--- src/rtl/bcd_freq_counter_mc.sv ---
// Multi-channel BCD frequency counter core.
// Counts rising edges of one selected asynchronous input over a gate window of
// GATE_CYCLES/10^range reference cycles. The count is held in packed BCD and
// saturates at all-nines with an overflow flag. Each finished window is
// published through a valid/ack handshake in which the newest result wins.
module bcd_freq_counter_mc #(
  parameter  int CHANNELS    = 4,
  parameter  int DIGITS      = 6,
  parameter  int GATE_CYCLES = 1000000,
  localparam int SEL_W       = (CHANNELS > 1) ? $clog2(CHANNELS) : 1
) (
  input  logic                  clk_ref_in,
  input  logic                  reset_in,
  input  logic                  enable_in,
  input  logic [CHANNELS-1:0]   clk_x_in,
  input  logic [SEL_W-1:0]      ch_sel_in,
  input  logic [1:0]            range_in,
  output logic [4*DIGITS-1:0]   result_bcd_out,
  output logic [SEL_W-1:0]      result_ch_out,
  output logic [1:0]            dp_out,
  output logic                  overflow_out,
  output logic                  result_valid_out,
  input  logic                  result_ack_in,
  output logic                  busy_out
);

  localparam int RW  = 4 * DIGITS;
  localparam int GCW = $clog2(GATE_CYCLES);

  // Gate counter reload values: window length minus one. All four are
  // elaboration-time constants, so no divider is built.
  localparam logic [GCW-1:0] GATE_LOAD_R0 = GCW'(GATE_CYCLES - 1);
  localparam logic [GCW-1:0] GATE_LOAD_R1 = GCW'(GATE_CYCLES / 10 - 1);
  localparam logic [GCW-1:0] GATE_LOAD_R2 = GCW'(GATE_CYCLES / 100 - 1);
  localparam logic [GCW-1:0] GATE_LOAD_R3 = GCW'(GATE_CYCLES / 1000 - 1);

  // One extra bit lets the select be compared against CHANNELS even when
  // CHANNELS is a power of two.
  localparam logic [SEL_W:0] CH_LIMIT = (SEL_W + 1)'(CHANNELS);

  typedef enum logic [1:0] {
    S_IDLE  = 2'd0,
    S_ARM   = 2'd1,
    S_GATE  = 2'd2,
    S_LATCH = 2'd3
  } state_t;

  state_t state_q, state_d;

  logic [CHANNELS-1:0] sync1_q, sync2_q;
  logic [SEL_W-1:0]    ch_q;
  logic [1:0]          rng_q;
  logic [RW-1:0]       count_q;
  logic                ovf_q;
  logic [GCW-1:0]      gate_cnt_q;
  logic                edge_q;

  logic [SEL_W-1:0]    arm_ch;
  logic [GCW-1:0]      gate_load;
  logic                sel_arm;
  logic                sel_cur;
  logic                rise;
  logic                gate_done;
  logic [RW-1:0]       count_inc;
  logic                all_nines;
  logic                carry;

  logic                arm_en;
  logic                count_en;
  logic                latch_en;

  // Two-flop synchroniser on every channel, running regardless of FSM state
  // so a newly selected channel is already settled when its window opens.
  always_ff @(posedge clk_ref_in or posedge reset_in) begin
    if (reset_in) begin
      sync1_q <= '0;
      sync2_q <= '0;
    end else begin
      // NOTE: non-blocking assignments make sync2_q take the old sync1_q; with
      // blocking ones the two flops would collapse into a single stage.
      sync1_q <= clk_x_in;
      sync2_q <= sync1_q;
    end
  end

  // Channel chosen at ARM: out-of-range selects fall back to channel 0.
  always_comb begin
    // NOTE: every always_comb output gets a default first so no path leaves it
    // unassigned; an unassigned path would infer a latch.
    arm_ch = '0;
    if ({1'b0, ch_sel_in} < CH_LIMIT) begin
      arm_ch = ch_sel_in;
    end
  end

  // Gate length selection from the range input.
  always_comb begin
    gate_load = GATE_LOAD_R0;
    case (range_in)
      2'd0:    gate_load = GATE_LOAD_R0;
      2'd1:    gate_load = GATE_LOAD_R1;
      2'd2:    gate_load = GATE_LOAD_R2;
      default: gate_load = GATE_LOAD_R3;
    endcase
  end

  // Edge detection on the synchronised, selected channel.
  always_comb begin
    sel_arm   = sync2_q[arm_ch];
    sel_cur   = sync2_q[ch_q];
    rise      = sel_cur & ~edge_q;
    gate_done = (gate_cnt_q == '0);
  end

  // Ripple-carry BCD increment and all-nines detection for saturation.
  always_comb begin
    count_inc = count_q;
    all_nines = 1'b1;
    carry     = 1'b1;
    for (int i = 0; i < DIGITS; i++) begin
      if (count_q[4*i +: 4] != 4'd9) begin
        all_nines = 1'b0;
      end
      if (carry) begin
        if (count_q[4*i +: 4] == 4'd9) begin
          count_inc[4*i +: 4] = 4'd0;
        end else begin
          count_inc[4*i +: 4] = count_q[4*i +: 4] + 4'd1;
          carry               = 1'b0;
        end
      end
    end
  end

  // FSM state register.
  always_ff @(posedge clk_ref_in or posedge reset_in) begin
    if (reset_in) begin
      state_q <= S_IDLE;
    end else begin
      state_q <= state_d;
    end
  end

  // FSM next-state logic: dropping enable aborts ARM/GATE without a result.
  always_comb begin
    state_d = state_q;
    case (state_q)
      S_IDLE:  if (enable_in) state_d = S_ARM;
      S_ARM:   state_d = enable_in ? S_GATE : S_IDLE;
      S_GATE: begin
        if (!enable_in) begin
          state_d = S_IDLE;
        end else if (gate_done) begin
          state_d = S_LATCH;
        end
      end
      default: state_d = enable_in ? S_ARM : S_IDLE;
    endcase
  end

  // FSM outputs: per-state enables for the datapath and the busy flag.
  always_comb begin
    arm_en   = (state_q == S_ARM);
    count_en = (state_q == S_GATE);
    latch_en = (state_q == S_LATCH);
    busy_out = (state_q != S_IDLE);
  end

  // Measurement datapath: window setup in ARM, edge counting in GATE.
  always_ff @(posedge clk_ref_in or posedge reset_in) begin
    if (reset_in) begin
      ch_q       <= '0;
      rng_q      <= '0;
      count_q    <= '0;
      ovf_q      <= 1'b0;
      gate_cnt_q <= '0;
      edge_q     <= 1'b0;
    end else if (arm_en) begin
      ch_q       <= arm_ch;
      rng_q      <= range_in;
      count_q    <= '0;
      ovf_q      <= 1'b0;
      gate_cnt_q <= gate_load;
      // Preload with the new channel's level so switching channels never
      // looks like a rising edge.
      edge_q     <= sel_arm;
    end else begin
      edge_q <= sel_cur;
      if (count_en) begin
        if (!gate_done) begin
          gate_cnt_q <= gate_cnt_q - GCW'(1);
        end
        if (rise) begin
          if (all_nines) begin
            ovf_q <= 1'b1;
          end else begin
            count_q <= count_inc;
          end
        end
      end
    end
  end

  // Result registers: updated only in LATCH, so aborted windows leave them alone.
  always_ff @(posedge clk_ref_in or posedge reset_in) begin
    if (reset_in) begin
      result_bcd_out <= '0;
      result_ch_out  <= '0;
      dp_out         <= '0;
      overflow_out   <= 1'b0;
    end else if (latch_en) begin
      result_bcd_out <= count_q;
      result_ch_out  <= ch_q;
      dp_out         <= rng_q;
      overflow_out   <= ovf_q;
    end
  end

  // Valid flag: set by LATCH (taking priority over ack), cleared by ack.
  always_ff @(posedge clk_ref_in or posedge reset_in) begin
    if (reset_in) begin
      result_valid_out <= 1'b0;
    end else if (latch_en) begin
      result_valid_out <= 1'b1;
    end else if (result_ack_in) begin
      result_valid_out <= 1'b0;
    end
  end

endmodule

--- config.mk ---
export PLATFORM = sky130hd
export DESIGN_NAME = bcd_freq_counter_mc
export DESIGN_NICKNAME = d
export VERILOG_FILES = /design/src/rtl/bcd_freq_counter_mc.sv
export SDC_FILE = /design/constraint.sdc
export NUM_CORES = 1
export LEC_CHECK = 0
export ABC_AREA = 1
export CORE_MARGIN = 2
export CORE_UTILIZATION = 50
export CTS_CLUSTER_DIAMETER = 80
export DETAILED_ROUTE_END_ITERATION = 6
export GPL_ROUTABILITY_DRIVEN = 0
export PLACE_DENSITY = 0.81
export SYNTH_ARGS = -nofsm -noshare
export SYNTH_HDL_FRONTEND = slang
export SYNTH_SLANG_ARGS = --single-unit
--- constraint.sdc ---
create_clock -name clk_ref_in -period 6.4 [get_ports clk_ref_in]
set_clock_uncertainty 0.15 [all_clocks]
set_input_delay 1.28 -clock clk_ref_in [delete_from_list [all_inputs] [get_ports clk_ref_in]]
set_output_delay 1.28 -clock clk_ref_in [all_outputs]
set_load 0.05 [all_outputs]
# After elaboration in Yosys (flattened, before gate mapping)
# Cells that the tools add are included.
# totals
regBits	90
inputBits	12
output_inout_bits	31
word_cells	124
# op_classes
n_addsub	7
n_lt_le_gt_ge	2
eq_ne	21
n_mux	51
n_bitwise	2
reduce_logical	22
# ops
cell	n
24-bit 2-to-1 mux	4
20-bit 2-to-1 mux	3
20-bit case mux with 3 select lines	1
4-bit 2-to-1 mux	11
1-bit 2-to-1 mux	25
4-bit by 1-bit adder with 4-bit output, second input constant	6
4-bit == test, second input constant	6
4-bit != test, second input constant	6
20-bit zero test	1
4-bit AND reduction	5
2-bit nonzero test	10
20-bit by 1-bit subtractor with 20-bit output, second input constant	1
2-bit 2-to-1 mux	4
2-bit == test, second input constant	3
2-bit by 3-bit < comparator with 1-bit output, second input constant	2
2-bit case mux with 3 select lines	1
3-bit AND reduction	2
1-bit binary-select mux with 2-bit select	2
2-bit by 1-bit == test with 1-bit output, second input constant	2
2-bit zero test	2
2-bit by 1-bit != test with 1-bit output, second input constant	2
2-bit AND reduction	2
3-bit != test, second input constant	1
2-bit != test, second input constant	1
other kinds (2)	2

# Logic depth before layout (Yosys ltp)
# Gate-level depths: netlist of the first run.
# logic_depth
word_depth	11
ltp_mapped	11
ltp_nobuf	10

# Worst setup path after synthesis of the first run
# OpenSTA, ideal clock, no wires.
# synth_path
path_type	register to output
startpoint	register state_q[0]
endpoint	output port busy_out
arrival_ns	0.973
t_required_ns	4.970
setup_slack_ns	3.997
stages_incl_launch_ff	4
n_path_buf	0
path_cell_list	dfrtp_1 -> inv_1 -> ha_1 -> inv_1
# synth_between
elab_chain_len	1
# synth_lines
element	line	text
from (decl)	48	state_t state_q, state_d;
from (signal assigned)	140	state_q <= state_d;
2-bit nonzero test	166	busy_out = (state_q != S_IDLE);
to (decl)	24	output logic busy_out
# No other way between the ends.

# Final worst setup path of the first run
# Ends and elaborated chain as after synthesis.

==> metrics.cfg, run 1 <==
[outcome]
status = finished clean

[critical_path]
start_kind = flop
endpoint_kind = output port
worstPathRequired_ns = 4.97
crit_fanout = 6
arrival_ns = 1.93
crit_type = reg -> out
rr_worst_depth = 9

[detailed_routing]
drcViolationCount = 0
drt.antenna.violating_nets = 0
wire_per_inst_um = 13.38
vias_per_cell = 5.345
num_vias = 3998
first_pass_iters = 5
drt_iter0_drc = 198
drt-total-wl_um = 10010

[synthesis]
synthCells = 592
yosys.area_share.simple_pct = 27.80
ys_types = 26
syn_nets = 628
synthXorXnorAreaFrac_pct = 2.804
synthMuxAreaShare_pct = 0
syn_area_mm2 = 0.004686
synth_compound_area_share_pct = 8.732
synth.avg_cell_area_um2 = 7.915
synth_top_area_share_pct = 48.06
ys_ff_latch = 90
yosysWarnings = 0
ys_seq_area_share_pct = 48.06
synthTopCellsByArea = dfrtp_1, nand2_1, ha_1
synthAdderAreaFrac_pct = 6.409
synth_top_family_by_area = simple AND/OR/NAND/NOR gates
yosysTopAreaCell = dfrtp_1

[finish]
final_util_pct = 58.89
mostFrequentLayoutCells = nand2_1, dfrtp_1, inv_1, nor2_1, o21ai_0
finish.instance_area_mm2 = 0.005390
final_common_cell = nand2_1
fin_nets = 668
drive_above_1_share_pct = 5.338
area_growth_pct = 15.03
diodes = 0

[sta]
worst_pin_slew_ns = 0.7761
finalMaxSlewViolations = 0
whs_ns = 0.1945
fin_crit_sh_pct = 52.50
setup_tns_ns = 0
rsz0062_at_grt = false
max_clock_freq_mhz = 297.6
slew_headroom_pct = 48.07
timing_hold_violations_final = 0
final-setup-viol-count = 0
min_period_ns = 3.360

[clocking]
cts_resized = 0
cts_root_buf = clkbuf_8
h-tree-depth = 3
cts_buffer_depth = 2
clk_pin_slew_ns = 0.09
postCtsHoldBufs = 0
cts_setup_buffers = 0
insertion_delay_ns = 0.37
cts_tree = built
tritoncts.num_buffers = 9
cts_sinks = 90

[grt]
grt.overflow.total = 0
track_usage_pct = 21.57
grt_pass1_wl_um = 17470
antenna_found_initial = 0
grt_start_max_net_pins = 52
grt_pass1_vias = 3925

[pwr]
powerDensity_mw_per_mm2 = 443.0
power.total_mw = 2.388
vdd_drop_max_uv = 263.5
p_leak_nw = 2.630

[floorplanning]
num_rows = 35
ios = 43
die_area_mm2 = 0.01016
die_y_um = 100.8
die_w_um = 100.8
fp.coreArea_mm2 = 0.009153
start_util_pct = 51.20

[flow_run]
maxCapViolations = 0

[worst_hold_path]
hp-class = reg -> reg
min_path_cells = 0

[placement]
dp.final_hpwl_um = 7075
port_buffers = 42
dpl-instance-area_mm2 = 0.005196

## through the flow
step	setup slack [ns]	instances
final	3.040	748
after CTS	3.003	748
after detailed placement	3.380	732
after global routing	2.923	748
after floorplan	2.635	592
after global placement	3.411	732
## power breakdown
| part | internal (mW) | switching (mW) |
|---|---|---|
| registers | 0.728 | 0.141 |
| clock network | 0.184 | 0.207 |
| logic | 0.348 | 0.780 |
## synth_stat cells, drive strengths merged
cell type and count:
nand3 43, a21oi 10, inv 58, clkbuf 8, nor2 54, nand2 191
or2 5, buf 8, dfrtp 90, xnor2 3, o21a 1, nand4 14
o32ai 1, o21ai 67, nand3b 2, a21boi 1, ha 24, xor2 12
## final cells by class
cell class,instances,area (um^2)
Fill cell,800,3762
Inverter,58,219.0
Timing Repair Buffer,45,442.9
Sequential cell,90,2252
Multi-Input combinational cell,428,2143
Clock inverter,5,62.56
Tap cell,111,138.9
Clock buffer,11,131.4
## kinds of logic after synthesis
logic type | Yosys count
AO/OA/AOI/OAI | 80
XOR/XNOR | 15
adder cells (fa/ha/maj) | 24
buffers and inverters | 74
flip-flops | 90
AND/OR/NAND/NOR | 309
## registers in the layout, indices dropped and copies added, names as in the netlist, 2 cells and up
name,count
sync1_q,4
result_bcd_out,24
sync2_q,4
rng_q,2
gate_cnt_q,20
ch_q,2
count_q,24
state_q,2
result_ch_out,2
dp_out,2
## path summary, 6_finish.rpt
| path | startpoint | end | slack, ns |
|---|---|---|---|
| worst max-delay path | state_q[0]$_DFFE_PP0P_ | busy_out | 3.04 |
| worst min-delay path | sync1_q[2]$_DFF_PP0_ | sync2_q[2]$_DFF_PP0_ | 0.19 |
| worst max register to register | state_q[1]$_DFFE_PP0P_ | gate_cnt_q[0]$_DFFE_PP0P_ | 3.62 |
| worst min register to register | sync1_q[2]$_DFF_PP0_ | sync2_q[2]$_DFF_PP0_ | 0.19 |
| max in group asynchronous | reset_in | rng_q[1]$_DFFE_PP0P_ | 3.84 |
| min in group asynchronous | reset_in | result_bcd_out[5]$_DFFE_PP0P_ | 1.15 |
## per-layer routing
layer	vias up	wire [um]	share of wire, %	GRT usage, %
met5	-	0	0	0
li1	1977	-	-	-
met4	0	108	1.1	5.058
met3	11	454	4.5	5.479
met2	96	4939	49	37.69
met1	1914	4505	45	26.86
## critical path: stages, from the launching register on
cell,delay (ns)
dfrtp_1,0.44
inv_1,0.10
ha_1,0.20
inv_1,0.06
clkdlybuf4s50_1,0.79
Power figures use the tool's default switching activity.
==> run 2: changes to the inputs <==
Settings changed: PLACE_DENSITY 0.81 to 0.84.
Clock period 6.4 ns to 2.8 ns, I/O delays scaled along.
==> run 2 against run 1 <==
Against the previous run:
- worst setup slack worse by 2.9 ns
- die area unchanged
- first-iteration DRC count rose by 3.5%
- clock power rose by 140%
- critical endpoint unchanged
- largest power group unchanged
==> metrics.cfg, run 2 (synthesized netlist as in run 1, its figures left out) <==
[outcome]
status = finished clean  ; unchanged

[grt]
grt_pass1_vias = 4029  ; was 3925
grt_pass1_wl_um = 17480  ; was 17470 um
grt_start_max_net_pins = 91  ; was 52
antenna_found_initial = 0  ; unchanged
grt.busiest_layer = met2  ; unchanged
met2_usage_pct = 36.46  ; was 37.69%
use_met1_pct = 26.98  ; was 26.86%
grt.overflow.total = 0  ; unchanged
grt_use_met3_pct = 4.369  ; was 5.479%
track_usage_pct = 21.24  ; was 21.57%

[detailed_routing]
drt_iter0_drc = 205  ; was 198
vias_per_cell = 5.291  ; was 5.345
drt.antenna.violating_nets = 0  ; unchanged
drcViolationCount = 0  ; unchanged
drt-total-wl_um = 10060  ; was 10010 um
num_vias = 3963  ; was 3998
wire_per_inst_um = 13.44  ; was 13.38 um
first_pass_iters = 4  ; was 5

[clocking]
insertion_delay_ns = 0.36  ; was 0.37 ns
cts_root_buf = clkbuf_8  ; unchanged
clk_pin_slew_ns = 0.09  ; about the same
h-tree-depth = 3  ; unchanged
postCtsHoldBufs = 0  ; unchanged
cts_setup_buffers = 0  ; unchanged
cts_sinks = 90  ; unchanged
cts_tree = built  ; unchanged
tritoncts.num_buffers = 9  ; unchanged
cts_resized = 0  ; unchanged
cts_buffer_depth = 2  ; unchanged

[sta]
worst_pin_slew_ns = 0.6821  ; was 0.7761 ns
max_clock_freq_mhz = 373.5
finalMaxSlewViolations = 0  ; unchanged
setup_tns_ns = 0  ; unchanged
min_period_ns = 2.677
fin_crit_sh_pct = 95.62
timing_hold_violations_final = 0  ; unchanged
timing.final.ws_setup_ns = 0.1226  ; was 3.040 ns
slew_headroom_pct = 54.36  ; was 48.07%
final-setup-viol-count = 0  ; unchanged
rsz0062_at_grt = false  ; unchanged

[finish]
drive_above_1_share_pct = 5.799  ; was 5.338%
mostFrequentLayoutCells = nand2_1, dfrtp_1, inv_1, nor2_1, o21ai_0  ; unchanged
largestRegisters = count_q: 24 flops, result_bcd_out: 24 flops, gate_cnt_q: 20 flops  ; unchanged
final_cells = 749  ; was 748
diodes = 0  ; unchanged
fin_nets = 669  ; was 668
final_common_cell = nand2_1  ; unchanged
area_growth_pct = 15.78  ; was 15.03%
finish.instance_area_mm2 = 0.005425  ; was 0.005390 mm^2

[floorplanning]
ios = 43  ; unchanged
num_rows = 35  ; unchanged
die_area_mm2 = 0.01016  ; unchanged
die_y_um = 100.8  ; unchanged
die_w_um = 100.8  ; unchanged
fp.coreArea_mm2 = 0.009153  ; unchanged
start_util_pct = 51.20  ; unchanged

[placement]
dpl.cell_count = 733  ; was 732
dp.final_hpwl_um = 6938  ; was 7075 um
dpl-instance-area_mm2 = 0.005219  ; was 0.005196 mm^2
dpl_worst_slack_ns = 0.4950  ; was 3.380 ns
port_buffers = 42  ; unchanged

[pwr]
power.total_mw = 5.525  ; was 2.388 mW
p_leak_nw = 2.644  ; was 2.630 nW
powerDensity_mw_per_mm2 = 1018  ; was 443.0 mW/mm^2
vdd_drop_max_uv = 639.6  ; was 263.5 uV

[critical_path]
start_kind = flop  ; unchanged
worstPathRequired_ns = 2.09  ; was 4.97 ns
max_stage_delay_ns = 0.81  ; was 0.79 ns
arrival_ns = 1.97  ; was 1.93 ns
reg2reg_to = gate_cnt_q[0]$_DFFE_PP0P_  ; unchanged
r2r_setup_slack_ns = 0.46  ; was 3.62 ns
crit_type = reg -> out  ; unchanged
rr_startpoint = state_q[1]$_DFFE_PP0P_  ; unchanged
rr_worst_depth = 8  ; was 9
path_cells = inv_1, ha_1, inv_1, clkdlybuf4s50_1  ; unchanged
crit_fanout = 6  ; unchanged
crit_top_cell = inv_1  ; unchanged
cp_slowest_cell = clkdlybuf4s50_1  ; unchanged
endpoint_kind = output port  ; unchanged

[worst_hold_path]
worstHoldEndpoint = sync2_q[0]$_DFF_PP0_  ; was sync2_q[2]$_DFF_PP0_
min_path_cells = 0  ; unchanged
hp-class = reg -> reg  ; unchanged
hold_path_startpoint = sync1_q[0]$_DFF_PP0_  ; was sync1_q[2]$_DFF_PP0_

[flow_run]
maxCapViolations = 0  ; unchanged

-- run 2: cell types whose count changed in the layout (fill, tap and decap cells not counted) --
| cell | previous run | this run |
|---|---|---|
| clkinv_2 | 1 | 0 |
| buf_12 | 0 | 1 |
| clkinvlp_4 | 2 | 3 |
| inv_8 | 0 | 1 |
| clkinv_4 | 0 | 1 |
| clkbuf_1 | 2 | 0 |
-- run 2: final cells by class --
| cell class | instances | area, um^2 |
|---|---|---|
| fill | 791 | 3727 |
| sequential | 90 | 2252 |
| timing repair buffer | 46 | 462.9 |
| inverter | 58 | 221.5 |
| multi-input combinational | 428 | 2143 |
| clock buffer | 9 | 123.9 |
| clock inverter | 7 | 82.58 |
| tap | 111 | 138.9 |
-- run 2: layer usage --
metal | share of wire (%) | vias up
li1 | - | 1968
met1 | 46 | 1893
met2 | 49 | 87
met3 | 3.8 | 15
met4 | 1.2 | 0
met5 | 0 | -
-- run 2: per-stage QoR --
stage | hold slack [ns] | utilization [%]
final | 0.2062 | 59.28
after global routing | 0.2164 | 59.28
after CTS | 0.2077 | 59.28
after detailed placement | 0.1847 | 57.02
after global placement | 0.1851 | 57.02
after floorplan | 0.1812 | -
-- run 2: worst max-delay path, delay by kind of cell, from the launching register on --
kind / cells / cell delay [ns]
DFF: 1 / 0.44
adders and majority gates: 1 / 0.20
buffers and inverters: 3 / 0.97
-- run 2: how the worst max path moves through the flow --
| stage | startpoint | end | cells after the start |
|---|---|---|---|
| after floorplan | state_q[1]$_DFFE_PP0P_ | count_q[20]$_DFFE_PP0P_ | 10 |
| after global placement | state_q[0]$_DFFE_PP0P_ | busy_out | 4 |
| after detailed placement | state_q[0]$_DFFE_PP0P_ | busy_out | 4 |
| after CTS | state_q[0]$_DFFE_PP0P_ | busy_out | 4 |
| after global routing | state_q[1]$_DFFE_PP0P_ | busy_out | 4 |
| final | state_q[0]$_DFFE_PP0P_ | busy_out | 4 |
-- run 2: report_power, final --
group          internal [mW]  total (mW)  switching [mW]
Combinational          0.810        2.61            1.80
Sequential              1.66        1.99           0.327
Clock                  0.427       0.925           0.499
